===== config.mk =====
export PLATFORM = sky130hd
export DESIGN_NAME = sopc_sysid_ext
export DESIGN_NICKNAME = d
export VERILOG_FILES = /design/src/rtl/sopc_sysid_ext.sv
export SDC_FILE = /design/constraint.sdc
export NUM_CORES = 1
export LEC_CHECK = 0
export BUFFER_PORTS_ARGS = -buffer_cell sky130_fd_sc_hd__buf_4
export CAP_MARGIN = 15
export CORE_MARGIN = 2
export CORE_UTILIZATION = 33
export DETAILED_ROUTE_END_ITERATION = 8
export GPL_TIMING_DRIVEN = 0
export PLACE_DENSITY = 0.55
export SLEW_MARGIN = 5
export SYNTH_ARGS = -nofsm -noshare
export SYNTH_HDL_FRONTEND = slang
export SYNTH_SLANG_ARGS = --single-unit
export TNS_END_PERCENT = 5

===== constraint.sdc =====
create_clock -name clock -period 3.55 [get_ports clock]
set_input_delay 0.1775 -clock clock [delete_from_list [all_inputs] [get_ports clock]]
set_output_delay 0.1775 -clock clock [all_outputs]
set_load 0.02 [all_outputs]

===== src/rtl/sopc_sysid_ext.sv =====
// rtl/sopc_sysid_ext.sv - system ID slave with uptime counter, scratch and control registers
module sopc_sysid_ext #(
  parameter logic [31:0] SYSID_VALUE  = 32'h0000_0000,
  parameter logic [31:0] TIMESTAMP    = 32'd1523851750,
  parameter int          READ_LATENCY = 1,
  parameter int          CNT_W        = 64
) (
  input  logic             clock,
  input  logic             reset_n,
  input  logic [2:0]       address,
  input  logic             read,
  input  logic             write,
  input  logic [31:0]      writedata,
  input  logic [3:0]       byteenable,
  output logic [31:0]      readdata,
  output logic             readdatavalid,
  output logic [CNT_W-1:0] uptime
);

  logic [CNT_W-1:0]  cnt;
  logic [CNT_W-33:0] snap;
  logic [31:0]       scratch0;
  logic [31:0]       scratch1;
  logic              run;

  logic [31:0]             data_pipe [READ_LATENCY];
  logic [READ_LATENCY-1:0] valid_pipe;

  logic        wr_en;
  logic        clear;
  logic [31:0] hi_word;
  logic [31:0] rd_word;

  // A simultaneous read wins; the write is dropped entirely.
  assign wr_en = write & ~read;
  assign clear = wr_en & (address == 3'd6) & byteenable[0] & writedata[1];

  always_comb begin
    hi_word = '0;
    hi_word[CNT_W-33:0] = snap;
    rd_word = '0;
    case (address)
      3'd0: rd_word = SYSID_VALUE;
      3'd1: rd_word = TIMESTAMP;
      3'd2: rd_word = cnt[31:0];
      3'd3: rd_word = hi_word;
      3'd4: rd_word = scratch0;
      3'd5: rd_word = scratch1;
      3'd6: rd_word = {31'd0, run};
      3'd7: rd_word = {16'h0, 5'd0, 3'(READ_LATENCY), 8'(CNT_W)};
      default: rd_word = '0;
    endcase
  end

  always_ff @(posedge clock or negedge reset_n) begin
    if (!reset_n) begin
      cnt      <= '0;
      snap     <= '0;
      scratch0 <= '0;
      scratch1 <= '0;
      run      <= 1'b1;
    end else begin
      if (clear)
        cnt <= '0;
      else if (run)
        cnt <= cnt + CNT_W'(1);
      // Latch the high half on a low-word read so word 3 pairs with it.
      if (read && address == 3'd2)
        snap <= cnt[CNT_W-1:32];
      if (wr_en) begin
        for (int b = 0; b < 4; b++) begin
          if (byteenable[b]) begin
            if (address == 3'd4) scratch0[8*b +: 8] <= writedata[8*b +: 8];
            if (address == 3'd5) scratch1[8*b +: 8] <= writedata[8*b +: 8];
          end
        end
        if (address == 3'd6 && byteenable[0])
          run <= writedata[0];
      end
    end
  end

  // Stage 0 holds data sampled at the accept edge; idle slots carry zero.
  always_ff @(posedge clock or negedge reset_n) begin
    if (!reset_n) begin
      valid_pipe <= '0;
      for (int i = 0; i < READ_LATENCY; i++)
        data_pipe[i] <= '0;
    end else begin
      valid_pipe[0] <= read;
      data_pipe[0]  <= read ? rd_word : 32'h0;
      for (int i = 1; i < READ_LATENCY; i++) begin
        valid_pipe[i] <= valid_pipe[i-1];
        data_pipe[i]  <= data_pipe[i-1];
      end
    end
  end

  assign readdata      = data_pipe[READ_LATENCY-1];
  assign readdatavalid = valid_pipe[READ_LATENCY-1];
  assign uptime        = cnt;

endmodule


---- Yosys cells after proc, flatten, opt, wreduce, memory -nomap -nowiden ----
Index checks and enable logic that the tools add are counted.
word-level totals
  flip-flop bits (word level) ............. 194
  word-level logic and storage cells ...... 43
operators by class
  add/subtract/negate cells ............... 1
  equality and inequality tests ........... 7
  mux-type cells .......................... 4
  bitwise operators ....................... 5
  reductions and logical operators ........ 13
operators with widths
  operator                 number
  $pmux W32 S8             1
  $mux W64                 2
  $add A64 B1 Y64 const B  1
  $mux W32                 1
  $reduce_and A3 Y1        8
  $eq A3 B3 Y1 const B     4
  $eq A3 B2 Y1 const B     2
  $and A1 B1 Y1            4
  $eq A3 B1 Y1 const B     1
  $logic_not A3 Y1         1
  $logic_and A1 B1 Y1      2
  $reduce_and A2 Y1        1
  $reduce_bool A2 Y1       1
  $not A1 Y1               1

---- Logic depth before layout (Yosys ltp) ----
  depth in word-level cells ............... 6
  gate-level depth with buffers ........... 9

---- Worst setup path after synthesis ----
No wires, ideal clock.
  kind .................................... register to register
  start point ............................. register cnt[17], in the netlist uptime[17]
  end point ............................... register cnt[60], in the netlist uptime[60]
  setup time .............................. 0.078 ns
  data arrival time ....................... 2.491 ns
  setup slack ............................. 0.981 ns
  cell stages (with the launch flop) ...... 7
  period minus slack after synthesis ...... 2.569 ns
  path through ............................ dfrtp_1 nand4_4 or4_4 or4b_1 buf_2 or4_1 a21oi_1
between the ends
  longest elaborated chain between the ends .. 3
ends and longest elaborated chain
  item                    line  source
  from (decl)             20    logic [CNT_W-1:0] cnt;
  from (signal assigned)  66    cnt <= cnt + CNT_W'(1);
  $add A64 B1 Y64         66
  $mux W64                65    else if (run)
  $mux W64                63    if (clear)
No other way between the ends. The select of a mux whose other input is x is not followed.
A chain may end at the register's enable or synchronous reset.

---- Worst setup path in the final report ----
  start point ............................. register run
  end point ............................... register cnt[43], in the netlist uptime[43]
between the ends
  longest elaborated chain between the ends .. 1
ends and longest elaborated chain
  item                                 line  source
  from (decl)                          24    logic run;
  from (signal assigned)               78    run <= writedata[0];
  $reduce_bool A2 Y1 (no source line)  --
No other way between the ends.

==> impl_metrics.yaml <==
status:
  outcome: "complete, but fails checks"
  failed_checks: "DRC"
grt:
  maximum_number_of_pins_on_one_net_before_global_route_repair: 112
  grt_antenna_before_repair: 0
  groute.usage.overall: 0.207
  grt_remaining_overflow: 0
  first_global_vias: 7178
  grt_pass1_wl_mm: 44.1
synth:
  synth_edf_count: 0
  yosysSeqAreaShare: 0.551
  main_combinational_cell_family_by_area_after_synthesis: "simple AND/OR/NAND/NOR gates"
  ys.flop_type: "dfrtp_1"
  yosys_warnings: 0
  synthXorXnorAreaFrac: 0.0278
  syn-num-nets: 845
  netlist.top_cell.by_area: "dfrtp_1"
  synth-async-reset-ratio: 1.00
  synth.area.mux_share: 0.120
  number_of_register_bits_inferred_by_synthesis: 194
  synth_commonest_cells: "193 x dfrtp_1, 93 x mux2_2, 65 x nor2_1, 64 x a21oi_1, 54 x nand2_1"
  most_frequent_cell_after_synthesis: "dfrtp_1"
  synthAdderAreaFrac: 0.00142
  synth_top_cell_area_share: 0.548
  netlist_instances: 801
  synth_compound_area_frac: 0.122
  synthSimpleGateAreaFrac: 0.153
  synth_area_sq_um: 8820
  synthesized_area_per_cell_sq_um: 11.0
  ys_top_cells_by_area: "dfrtp_1 55%, mux2_2 12%, a21oi_1 3.6%, a22oi_1 2.8%, nor2_1 2.8%"
  netlist-cell-type-count: 42
cts:
  cts_max_path_buffers: 2
  clkSlewWorstSetupHoldPaths_ns: 0.07
  cts-buffers-inserted: 17
  cts_num_sinks: 194
  cts_tree: "built"
  clockRootBuffer: "clkbuf_16"
  ctsResizeCount: 0
  clock_insertion_delay_worst_skew_ns: 0.45
  htree_num_levels: 4
routing:
  number_of_vias_in_the_routed_layout: 7448
  routed_len_inst_um: 21.2
  detailedRoute.firstIterationViolations: 734
  drc: 8
  drt_wl_total_mm: 28.5
  ant_nets: 0
  route.detailed.vias_per_inst: 5.54
  drt_pre_antenna_iters: 8
power:
  static-leakage-power_nw: 4.83
  overall_power_of_the_completed_layout_mw: 5.62
  power_density_nw_per_um2: 498
  vdd.ir_drop.worst_mv: 0.294
timing:
  finalCritPeriodShare: 0.899
  finalHoldViolCount: 0
  fin_skew_ns: 0.00775
  max_slew_margin: 0.331
  report.final.setup_viol: 0
  min_period_ns: 3.19
  rsz_0062_raised_after_global_routing: "no"
  max_slew_violation_count: 0
  setup_slack_ns: 0.360
  final.setup.tns_ns: 0
  maxClockFrequency_ghz: 0.313
  tightestPinTransition_ns: 0.995
floorplan:
  placeableCoreArea_sq_um: 26100
  floorplan.rows: 59
  die_area_sq_um: 28000
  initial_core_util: 0.337
  floorplan.die.height_um: 167
  boundaryPins: 140
  dieWidth_um: 167
placement:
  dpl.hpwl_mm: 20.5
  gp_routability_congestion: 0.906
  dp_slack_ns: 0.368
  place_area_sq_um: 10400
  place.port_buffers: 139
setup_path:
  crit_path_max_fanout: 10
  critPathKind: "flip-flop to flip-flop"
  crit_path_end_kind: "flip-flop"
  worst-r2r-setup-slack_ns: 0.36
  timing.critical_path.from_type: "flip-flop"
  timing.critical_path.arrival_ns: 3.50
  worstPathRequired_ns: 3.86
final_layout:
  fillers: 2545
  post-route-cell-area_sq_um: 11300
  area_delta_synth_final_pct: 27.9
  final_layout_size_suffix_gt1_frac: 0.278
  antenna_cells: 0
  final_net_count: 1040
worst_hold_path:
  hold_path.class: "input pin to async pin"
job:
  drv.max_cap_violation_count: 0
[state kept, by name (all words and copies together), names as in the netlist]
name	count
uptime	64
run	1
readdata	32
scratch0	32
scratch1	32
readdatavalid	1
hi_word	32
[cells in the final DEF, fill, tap and decap left out, types with 26 or more instances in the layout]
cell,n
buf_4,139
dlygate4sd3_1,34
a22oi_1,33
clkbuf_1,35
dfrtp_1,193
a21oi_1,64
o21ai_0,35
nand2_1,54
nor2_1,65
mux2_2,93
nand3_1,28
or4_1,26
[layer usage]
layer	up-vias	GRT usage	wire length (um)
li1	3365	-	-
met5	-	0	0
met4	0	0.0673	665
met3	37	0.0381	1610
met1	3781	0.294	12900
met2	265	0.321	13300
[power breakdown]
group,switching (mW),internal [mW],total [mW]
logic,0.498,0.428,0.926
registers,0.259,2.47,2.73
clock network,0.946,1.01,1.96
total,1.70,3.91,5.62
[through the flow]
stage                     cells   util  hold slack, ns
after global routing       1344  0.432          0.0842
after floorplan             801      -          -0.118
after CTS                  1344  0.432          0.0774
after detailed placement   1278  0.396         -0.0456
final                      1344  0.432          0.0843
after global placement     1275  0.393           0.340
[area by class of cell]
| cell class | instances | area (sq um) | share of cell area |
|---|---|---|---|
| multi-input cells | 551 | 3750 | 0.332 |
| repair buffers | 176 | 1450 | 0.129 |
| clock buffers | 18 | 439 | 0.0389 |
| well taps | 335 | 419 | 0.0372 |
| clock inverters | 14 | 146 | 0.0130 |
| plain buffers | 45 | 176 | 0.0156 |
| flip-flops and latches | 194 | 4860 | 0.430 |
| inverters | 11 | 41.3 | 0.00366 |
[worst max-delay path, cell delays in order (launching register included)]
cell and delay, ns:
dfstp_2 0.52, clkbuf_1 0.36, inv_1 0.17, o31a_1 0.24, or4b_1 0.54, clkbuf_1 0.25
buf_2 0.27, clkbuf_1 0.30, o31ai_1 0.30, a21oi_1 0.09
[logic make-up (layout without fill, tap and decap cells)]
group | Yosys count | after routing
simple gates | 255 | 255
flops | 194 | 194
compound gates | 173 | 173
mux | 94 | 94
buf+inv | 56 | 264
xor+xnor | 28 | 28
fa+ha+maj | 1 | 1
[path summary, 6_finish.rpt]
path,end,start,depth (start not counted)
worst max-delay path,uptime[43]$_DFFE_PN0P_,run$_DFFE_PN1P_,9
worst min-delay path,readdata[4]$_DFF_PN0_,reset_n,2
worst max register to register,uptime[43]$_DFFE_PN0P_,run$_DFFE_PN1P_,9
worst min register to register,scratch1[30]$_DFFE_PN0P_,scratch1[30]$_DFFE_PN0P_,1
max in group asynchronous,uptime[24]$_DFFE_PN0P_,reset_n,4
min in group clock,run$_DFFE_PN1P_,address[2],5
[what timing repair did]
action                    4_1_cts  5_1_grt
hold endpoints to repair      176        0
setup buffers                   0        0
hold buffers                   34        0
(Power assumes the default switching activity.)
